### src/rtl/seg_readback_if.sv
// ---------------------------------------------------------------------------
// seg_readback_if
//   Bundle of signals between a two-digit seven-segment display bus and the
//   seg_readback monitor.
//
//   seg_ten / seg_one : active-low segment patterns {a,b,c,d,e,f,g,dp}
//   value             : last accepted decoded value, 0..99
//   value_valid       : a legal value has been accepted since reset
//   step_up/step_down : one-cycle pulses for +1 / -1 steps
//   jump              : one-cycle pulse for any other legal change
//   illegal           : one-cycle pulse for an undecodable accepted pair
//   dir               : 0 = counting up, 1 = counting down
//   turn_count        : saturating count of direction reversals
//
//   master : the side driving the display bus (observes the results)
//   slave  : the monitor
// ---------------------------------------------------------------------------
interface seg_readback_if #(
    parameter int TURN_W = 8
);
    logic [7:0]        seg_ten;
    logic [7:0]        seg_one;
    logic [6:0]        value;
    logic              value_valid;
    logic              step_up;
    logic              step_down;
    logic              jump;
    logic              illegal;
    logic              dir;
    logic [TURN_W-1:0] turn_count;

    modport master (
        output seg_ten, seg_one,
        input  value, value_valid, step_up, step_down, jump, illegal,
               dir, turn_count
    );

    modport slave (
        input  seg_ten, seg_one,
        output value, value_valid, step_up, step_down, jump, illegal,
               dir, turn_count
    );
endinterface

### src/rtl/seg_readback.sv
// ---------------------------------------------------------------------------
// seg_readback
//   Receive-side monitor for the two-digit ping-pong counter display.
//   Registers the tens/ones segment patterns, waits until the pair has been
//   stable for STABLE_CYCLES clocks, decodes it back to 0..99 and classifies
//   each accepted change as a +1 step, a -1 step, a jump or an illegal pair.
//   Direction reversals are counted (saturating).
//
//   Ports:
//     clk  - system clock
//     rst  - synchronous, active-low reset
//     bus  - seg_readback_if.slave: segment inputs and all result outputs
//
//   Parameters:
//     STABLE_CYCLES - clocks a pattern pair must hold before acceptance
//                     (2..255)
//     TURN_W        - width of the turnaround counter
// ---------------------------------------------------------------------------
module seg_readback #(
    parameter int STABLE_CYCLES = 4,
    parameter int TURN_W        = 8
) (
    input  logic                 clk,
    input  logic                 rst,
    seg_readback_if.slave        bus
);

    typedef enum logic {
        S_EMPTY,
        S_TRACK
    } state_t;

    localparam logic [7:0]        CNT_MAX   = 8'(STABLE_CYCLES);
    localparam logic [7:0]        CNT_FIRE  = 8'(STABLE_CYCLES - 1);
    localparam logic [TURN_W-1:0] TURN_ONE  = TURN_W'(1);
    localparam logic [TURN_W-1:0] TURN_SAT  = '1;

    // Returns {legal, digit}. A blank tens digit reads as a leading zero.
    function automatic logic [4:0] decode_digit(input logic [7:0] pat,
                                                input logic       blank_is_zero);
        logic [4:0] r;
        r = 5'b0_0000;
        case (pat)
            8'h03: r = {1'b1, 4'd0};
            8'h9F: r = {1'b1, 4'd1};
            8'h25: r = {1'b1, 4'd2};
            8'h0D: r = {1'b1, 4'd3};
            8'h99: r = {1'b1, 4'd4};
            8'h49: r = {1'b1, 4'd5};
            8'h41: r = {1'b1, 4'd6};
            8'h1F: r = {1'b1, 4'd7};
            8'h01: r = {1'b1, 4'd8};
            8'h09: r = {1'b1, 4'd9};
            8'hFF: r = blank_is_zero ? {1'b1, 4'd0} : 5'b0_0000;
            default: r = 5'b0_0000;
        endcase
        return r;
    endfunction

    // Input stage and stability tracking
    logic [15:0]       smp_q;
    logic [15:0]       smp_d_q;
    logic [7:0]        cnt_q;

    // Tracked state and registered outputs
    state_t            state_q, state_d;
    logic [6:0]        value_q, value_d;
    logic              valid_q, valid_d;
    logic              dir_q, dir_d;
    logic [TURN_W-1:0] turn_q, turn_d;
    logic              up_q, up_d;
    logic              down_q, down_d;
    logic              jump_q, jump_d;
    logic              ill_q, ill_d;

    logic              accept;
    logic [4:0]        ten_dec;
    logic [4:0]        one_dec;
    logic              legal;
    logic [6:0]        new_val;
    logic signed [7:0] diff;
    logic [TURN_W-1:0] turn_inc;

    // Fires once per stable run: the counter passes CNT_FIRE exactly once
    // before it either saturates or is cleared by a change.
    assign accept  = (cnt_q == CNT_FIRE);

    // smp_d_q is the pattern that has actually been held for the run.
    assign ten_dec = decode_digit(smp_d_q[15:8], 1'b1);
    assign one_dec = decode_digit(smp_d_q[7:0],  1'b0);
    assign legal   = ten_dec[4] & one_dec[4];
    assign new_val = ({3'b000, ten_dec[3:0]} * 7'd10) + {3'b000, one_dec[3:0]};
    assign diff    = signed'({1'b0, new_val}) - signed'({1'b0, value_q});

    assign turn_inc = (turn_q == TURN_SAT) ? turn_q : turn_q + TURN_ONE;

    // NOTE: every clocked assignment is non-blocking so all registers see the
    // same pre-edge values; blocking here would make ordering matter.
    // NOTE: the sample registers reset to the blank pattern so that reset
    // release looks like a fresh change and never accepts stale data.
    always_ff @(posedge clk) begin
        if (!rst) begin
            smp_q   <= 16'hFFFF;
            smp_d_q <= 16'hFFFF;
            cnt_q   <= 8'd0;
            state_q <= S_EMPTY;
            value_q <= 7'd0;
            valid_q <= 1'b0;
            dir_q   <= 1'b0;
            turn_q  <= '0;
            up_q    <= 1'b0;
            down_q  <= 1'b0;
            jump_q  <= 1'b0;
            ill_q   <= 1'b0;
        end else begin
            smp_q   <= {bus.seg_ten, bus.seg_one};
            smp_d_q <= smp_q;
            if (smp_q != smp_d_q)
                cnt_q <= 8'd0;
            else if (cnt_q != CNT_MAX)
                cnt_q <= cnt_q + 8'd1;
            state_q <= state_d;
            value_q <= value_d;
            valid_q <= valid_d;
            dir_q   <= dir_d;
            turn_q  <= turn_d;
            up_q    <= up_d;
            down_q  <= down_d;
            jump_q  <= jump_d;
            ill_q   <= ill_d;
        end
    end

    // NOTE: every signal written below gets a default first, so no path
    // through the block leaves one unassigned and no latch is inferred.
    always_comb begin
        state_d = state_q;
        value_d = value_q;
        valid_d = valid_q;
        dir_d   = dir_q;
        turn_d  = turn_q;
        up_d    = 1'b0;
        down_d  = 1'b0;
        jump_d  = 1'b0;
        ill_d   = 1'b0;

        if (accept) begin
            if (!legal) begin
                ill_d = 1'b1;
            end else begin
                case (state_q)
                    S_EMPTY: begin
                        value_d = new_val;
                        valid_d = 1'b1;
                        state_d = S_TRACK;
                    end
                    S_TRACK: begin
                        if (diff == 8'sd0) begin
                            // re-accept of the held value: nothing to report
                        end else if (diff == 8'sd1) begin
                            up_d    = 1'b1;
                            value_d = new_val;
                            if (dir_q) begin
                                dir_d  = 1'b0;
                                turn_d = turn_inc;
                            end
                        end else if (diff == -8'sd1) begin
                            down_d  = 1'b1;
                            value_d = new_val;
                            if (!dir_q) begin
                                dir_d  = 1'b1;
                                turn_d = turn_inc;
                            end
                        end else begin
                            jump_d  = 1'b1;
                            value_d = new_val;
                        end
                    end
                    default: state_d = S_EMPTY;
                endcase
            end
        end
    end

    assign bus.value       = value_q;
    assign bus.value_valid = valid_q;
    assign bus.step_up     = up_q;
    assign bus.step_down   = down_q;
    assign bus.jump        = jump_q;
    assign bus.illegal     = ill_q;
    assign bus.dir         = dir_q;
    assign bus.turn_count  = turn_q;

endmodule

### src/flat_wrapper.sv
// flat-port wrapper written by rule: the top's interface ports become plain ports
module seg_readback_flat 
#(
    parameter int STABLE_CYCLES = 4,
    parameter int TURN_W        = 8
)
  (clk, rst, bus_seg_ten, bus_seg_one, bus_value, bus_value_valid, bus_step_up, bus_step_down, bus_jump, bus_illegal, bus_dir, bus_turn_count);
  seg_readback_if #(.TURN_W(TURN_W)) bus_i ();
  input  logic clk;
  input  logic rst;
  input wire logic [$bits(bus_i.seg_ten)-1:0] bus_seg_ten;
  input wire logic [$bits(bus_i.seg_one)-1:0] bus_seg_one;
  output wire logic [$bits(bus_i.value)-1:0] bus_value;
  output wire logic [$bits(bus_i.value_valid)-1:0] bus_value_valid;
  output wire logic [$bits(bus_i.step_up)-1:0] bus_step_up;
  output wire logic [$bits(bus_i.step_down)-1:0] bus_step_down;
  output wire logic [$bits(bus_i.jump)-1:0] bus_jump;
  output wire logic [$bits(bus_i.illegal)-1:0] bus_illegal;
  output wire logic [$bits(bus_i.dir)-1:0] bus_dir;
  output wire logic [$bits(bus_i.turn_count)-1:0] bus_turn_count;
  assign bus_i.seg_ten = bus_seg_ten;
  assign bus_i.seg_one = bus_seg_one;
  assign bus_value = bus_i.value;
  assign bus_value_valid = bus_i.value_valid;
  assign bus_step_up = bus_i.step_up;
  assign bus_step_down = bus_i.step_down;
  assign bus_jump = bus_i.jump;
  assign bus_illegal = bus_i.illegal;
  assign bus_dir = bus_i.dir;
  assign bus_turn_count = bus_i.turn_count;
  seg_readback #(.STABLE_CYCLES(STABLE_CYCLES), .TURN_W(TURN_W)) u_core (.clk(clk), .rst(rst), .bus(bus_i));
endmodule
### config.mk
export PLATFORM = sky130hd
export DESIGN_NAME = seg_readback_flat
export DESIGN_NICKNAME = d
export VERILOG_FILES = /design/src/rtl/seg_readback_if.sv /design/src/rtl/seg_readback.sv /design/src/flat_wrapper.sv
export SDC_FILE = /design/constraint.sdc
export NUM_CORES = 1
export LEC_CHECK = 0
export ABC_AREA = 0
export ABC_CLOCK_PERIOD_IN_PS = 5260
export CAP_MARGIN = 15
export CORE_MARGIN = 10
export CORE_UTILIZATION = 45
export CTS_BUF_LIST = sky130_fd_sc_hd__clkbuf_8
export CTS_CLUSTER_DIAMETER = 40
export DETAILED_ROUTE_END_ITERATION = 16
export PLACE_DENSITY = 0.69
export SLEW_MARGIN = 20
export SYNTH_ARGS = -nofsm -noshare
export SYNTH_HDL_FRONTEND = slang
export SYNTH_SLANG_ARGS = --single-unit
### constraint.sdc
create_clock -name clk -period 5.26 [get_ports clk]
set_input_delay 0.789 -clock clk [delete_from_list [all_inputs] [get_ports clk]]
set_output_delay 0.789 -clock clk [all_outputs]
set_load 0.01 [all_outputs]
======== Word-level counts from Yosys, hierarchy flattened ========
Cells that the tools add are included.
word-level totals
  logic and storage cells ................. 80
  register bits ........................... 62
  output and inout port bits .............. 21
operators by class
  multiplexer cells ....................... 15
  $mul .................................... 1
  add/subtract/negate cells ............... 4
  bitwise logic cells ..................... 6
  eq/ne operators ......................... 30
  reductions and logical operators ........ 12
operator list
  operator                                                               count
  5-bit case mux with 10 select lines                                    2
  8-bit equality test, second input constant                             6
  8-bit two-way mux                                                      5
  8-bit by 2-bit equality test with 1-bit output, second input constant  4
  8-bit by 4-bit equality test with 1-bit output, second input constant  4
  8-bit by 7-bit equality test with 1-bit output, second input constant  4
  8-bit by 1-bit equality test with 1-bit output, second input constant  3
  8-bit by 1-bit adder with 8-bit output, second input constant          2
  8-bit by 5-bit equality test with 1-bit output, second input constant  2
  8-bit by 6-bit equality test with 1-bit output, second input constant  2
  16-bit != test                                                         1
  7-bit case mux with 2 select lines                                     1
  8-bit logical NOT                                                      1
  8-bit by 3-bit != test with 1-bit output, second input constant        1
  7-bit by 7-bit subtractor with 8-bit output                            1
  7-bit by 4-bit adder with 7-bit output                                 1
  7-bit two-way mux                                                      1
  7-bit AND reduction                                                    1
  4-bit by 3-bit multiplier with 6-bit output, second input constant     1
  1-bit two-way mux                                                      6
  3-bit AND reduction                                                    2
  6-bit OR reduction                                                     1
  1-bit inverter                                                         5
  5-bit AND reduction                                                    1
  other kinds (7)                                                        10

======== Logic depth before layout (Yosys ltp) ========
  word-level depth ........................ 9
  gate-level depth with buffers ........... 22
  mapped depth without buffers ............ 20

======== Worst setup path before layout ========
OpenSTA, ideal clock, no wires.
  kind .................................... register to register
  start ................................... register u_core.smp_d_q[12]
  end ..................................... register u_core.turn_q[7] (netlist: u_core.bus.turn_count[7])
  setup time .............................. 0.071 ns
  path slack .............................. 0.590 ns
  cell stages (with the launch flop) ...... 19
  data required time ...................... 5.189 ns
  path buffers ............................ 1
  arrival time ............................ 4.599 ns
  path through ............................ dfxtp_1 > or4b_1 > o21ai_0 > ha_1 > ha_1 > fa_1 > nand2_1 > nor2_1 > xnor2_1 > ha_1 > nor3b_1 > a311o_1 > a2111oi_0 > o2111ai_1 > o41ai_2 > nand4_2 > buf_6 > or3_1 > a21oi_1
on the way
  cells in the longest elaborated chain, start to end .. 9
ends and longest elaborated chain
  item                                                                                          line                 RTL
  start: declaration                                                                            seg_readback.sv:62   logic [15:0] smp_d_q;
  start signal: assignment                                                                      seg_readback.sv:117  smp_d_q <= smp_q;
  8-bit by 2-bit equality test with 1-bit output / 8-bit equality test (equally long branches)  seg_readback.sv:43   case (pat)
  2-bit OR reduction (no line)                                                                  n/a
  5-bit case mux with 10 select lines (*)                                                       seg_readback.sv:43
  4-bit by 3-bit multiplier with 6-bit output (*)                                               seg_readback.sv:92   assign new_val = ({3'b000, ten_dec[3:0]} * 7'd10) + {3'b000, one_dec[3:0]};
  7-bit by 4-bit adder with 7-bit output (*)                                                    seg_readback.sv:92
  named net u_core.new_val[6]                                                                   seg_readback.sv:80   logic [6:0] new_val;
  7-bit by 7-bit subtractor with 8-bit output (*)                                               seg_readback.sv:93   assign diff = signed'({1'b0, new_val}) - signed'({1'b0, value_q});
  8-bit by 2-bit equality test with 1-bit output, or another cell as far along                  seg_readback.sv:160  end else if (diff == 8'sd1) begin
  2-bit by 1-bit != test with 1-bit output (no line), or another cell as far along              n/a
  7-bit AND reduction (no line)                                                                 n/a
  end signal: assignment                                                                        seg_readback.sv:126  turn_q <= turn_d;
  end: declaration                                                                              seg_readback.sv:70   logic [TURN_W-1:0] turn_q, turn_d;
The timed path passes the listed nets; every way through them passes the cells marked *.
A chain may end at the register's enable or synchronous reset.

======== Worst setup path in the final report ========
  start ................................... register u_core.smp_d_q[12]
  end ..................................... register u_core.turn_q[4] (netlist: u_core.bus.turn_count[4])
Same word-level chain as after synthesis.

==> qor.csv <==
stage;metric;value;unit
status;status;complete, no violations;
global_routing;GRT Overall Usage;12.4;%
place;placed instance area;0.00376;sq mm
cells_and_area;FILL cells;668;
routing;DR pass1 iterations;6;
routing;Routed WL per cell;13.4;um
synthesis;post-synthesis cell type count;58;
synthesis;flops & latches, synth;62;
routing;Residual DRC;0;
clock_network;CTS H-tree depth;3;
floorplan;Initial Util;45.8;%
cells_and_area;most frequent cells in the layout;dfxtp_1 (62), nor2_1 (39), clkdlybuf4s50_1 (38);
global_routing;pin count of the biggest net entering global routing;40;
synthesis;EDFF count, synth;0;
power;static leakage;1.50;nW
synthesis;Gate Count Post-Synth;364;
synthesis;Synth Flop Type;dfxtp_1;
synthesis;register area share after synthesis;37.5;%
clock_network;cts repair resizes;0;
routing;Via-to-Cell Ratio;5.30;
worst_setup_path;CP startpoint kind;register;
clock_network;setup repair bufs after CTS;0;
worst_setup_path;crit end category;register;
worst_setup_path;CP dominant cell by count;ha_1;
floorplan;num rows;31;
cells_and_area;# diodes;0;
worst_setup_path;Critical R2R Launch;u_core.smp_d_q[12];
worst_setup_path;reg2reg end;u_core.bus.turn_count[4];
global_routing;vias in the first global route;2630;
clock_network;clk sinks;62;
clock_network;hold_buf cts;0;
sta;setup TNS;0;ns
global_routing;initial antenna violation count;0;
cells_and_area;layout cell share with drive strength beyond 1;5.72;%
sta;RSZ-0062 raised after global routing;no;
cells_and_area;Final Util;54.7;%
synthesis;post-synth top area share;37.5;%
cells_and_area;Area growth syn-to-layout;19.4;%
routing;Total Routed Length;6720;um
synthesis;average size of a mapped cell;9.08;sq um
worst_setup_path;Cell Chain, Critical Path;or4b_1, nor4_2, ha_1, ha_1, fa_1, nand2_1, nor2_1, xnor2_1, ha_1, inv_1, a311o_1, a2111oi_0, o2111ai_1, o41ai_2, nand4_4, or3_1, a21oi_1;
power;Max VDD drop;0.149;mV
floorplan;Top Ports;39;
worst_setup_path;CP Class;reg -> reg;
clock_network;CTS tree;yes;
worst_setup_path;Max FO, Critical Path;14;
sta;final setup fails;0;
sta;hold slack;0.453;ns
sta;worst clock skew;0.00740;ns
synthesis;Mapped Area;0.00331;sq mm
synthesis;yosys warns;0;
routing;Initial DRC Count;133;
worst_setup_path;Data arrival, critical path;5.17;ns
cells_and_area;final non-filler cell area;0.00395;sq mm
sta;Least-Margin Pin Slew;0.513;ns
worst_setup_path;FF-to-FF setup slack;0.35;ns
synthesis;synth top area cells;dfxtp_1 (38%), nand2b_1 (6.2%), xnor2_1 (6.1%), ha_1 (6.1%), nor2_1 (4.4%);
job;maxcap violations;0;
sta;final count of pins violating max slew;0;
clock_network;Root Buffer;clkbuf_8;
worst_setup_path;CP startpoint;u_core.smp_d_q[12];
worst_setup_path;Worst Path Required;5.52;ns
synthesis;share of flip-flops with an asynchronous set or reset;0;%
min_path;worst hold endpoint;u_core.smp_d_q[14];
cells_and_area;commonest non-fill, non-tap cell in the layout;dfxtp_1;
place;Placer Congestion;0.928;
min_path;Hold Crit Class;reg -> reg;
sta;fin worst setup slack;0.349;ns
routing;antenna viol nets, final;0;
worst_setup_path;CP max stage cell;or4b_1;
floorplan;core area;0.00721;sq mm
global_routing;wire length of the first global-routing pass;11700;um
clock_network;CTS Buffer Depth;2;
sta;Fmax;204;MHz
sta;endpoints failing hold;0;
worst_setup_path;critical path depth;17;
synthesis;Syn Nets;401;
worst_setup_path;delay-heaviest family, CP;simple AND/OR/NAND/NOR gates;
place;worst slack, placed;0.152;ns
synthesis;top cell type by total area after synthesis;dfxtp_1;
worst_setup_path;critical path's largest stage delay;0.58;ns
min_path;hold path startpoint;u_core.smp_q[14];
sta;Max-Slew Margin vs Limit;65.6;%
global_routing;total grt overflow;0;
power;P per Cell Area;241;mW/mm^2
sta;Tmin final;4.91;ns
floorplan;overall die width;106;um
sta;final worst-path cycle share;93.4;%
clock_network;Worst-Skew Late Latency;0.34;ns
floorplan;die area;0.0112;sq mm
floorplan;chip height;106;um
clock_network;CTS clk-pin slew, worst paths;0.07;ns
routing;vias;2655;
clock_network;CTS Buf Count;9;
worst_setup_path;R2R depth;17;
cells_and_area;Final #Nets;437;
worst_setup_path;Crit path buffers/inverters;1;
place;Post-DP HPWL;5010;um
min_path;Hold Crit Depth;1;
place;Port Buffer Count;38;
state kept, by name (all words and copies together), names as in the netlist, 7 cells and up:
register               count
u_core.bus.turn_count      8
u_core.bus.value           7
u_core.smp_d_q            16
u_core.smp_q              16
u_core.cnt_q               8
worst register-to-register path: cells and delay by family (launching register included):
kind | cells | cell delay [ns]
DFF | 1 | 0.36
xor gates and xnor gates | 1 | 0.12
adders and majority gates | 4 | 1.37
and+or+nand+nor | 6 | 1.68
AOI/OAI and AO/OA | 5 | 1.20
buffers and inverters | 1 | 0.09
synthesized netlist by cell type (4+ instances only):
cell type and n:
nand4b_1 4, nor3_1 6, nand4_1 9, and3_1 5
nor4_1 5, inv_1 18, nand2_1 7, nor2_1 39
xnor2_1 23, or3_1 6, o21ai_0 8, xor2_1 11
nand2b_1 33, ha_1 16, nor3b_1 4, nand3_1 17
mux2i_1 9, a21oi_1 11, dfxtp_1 62, clkbuf_1 11
per-stage QoR:
stage / total power, W / instances
floorplan: 0.000541 / 364
global placement: 0.000561 / 488
detailed placement: 0.000562 / 488
CTS: 0.000964 / 501
global route: 0.000991 / 501
finish: 0.000951 / 501
how the worst max path moves through the flow:
stage / endpoint / slack (ns)
global route: u_core.bus.turn_count[3] / 0.02
detailed placement: u_core.bus.turn_count[6] / 0.15
finish: u_core.bus.turn_count[4] / 0.35
global placement: u_core.bus.turn_count[6] / 0.38
CTS: u_core.bus.turn_count[4] / 0.12
floorplan: u_core.bus.turn_count[7] / 0.59
area by class of cell:
type | count | area [sq um] | share of cell area [%]
well taps | 99 | 124 | 3.14
multi-input cells | 268 | 1940 | 49.1
clock inverters | 3 | 38.8 | 0.983
inverters | 19 | 71.3 | 1.81
repair buffers | 40 | 395 | 10.0
clock buffers | 10 | 138 | 3.49
flip-flops and latches | 62 | 1240 | 31.4
routing by layer:
layer / track usage [%] / wire length (um) / up-vias
li1: - / - / 1345
met3: 4.02 / 315 / 13
met2: 19.9 / 3080 / 61
met4: 5.32 / 125 / 0
met5: 0 / 0 / -
met1: 14.8 / 3200 / 1236
power breakdown:
group	total [W]	internal (W)	leakage [nW]	switching, W
Sequential	0.000495	0.000481	0.507	0.0000138
Combinational	0.0000566	0.0000326	0.898	0.0000240
Clock	0.000399	0.000221	0.0953	0.000178
logic make-up after synthesis:
logic type	after synthesis	share of synthesized area (%)
compound gates	51	11.6
fa+ha+maj	19	7.87
xor+xnor	34	9.00
simple gates	154	26.6
mux	10	3.06
flops	62	37.5
buf+inv	34	4.28
Power figures use the tool's default switching activity.
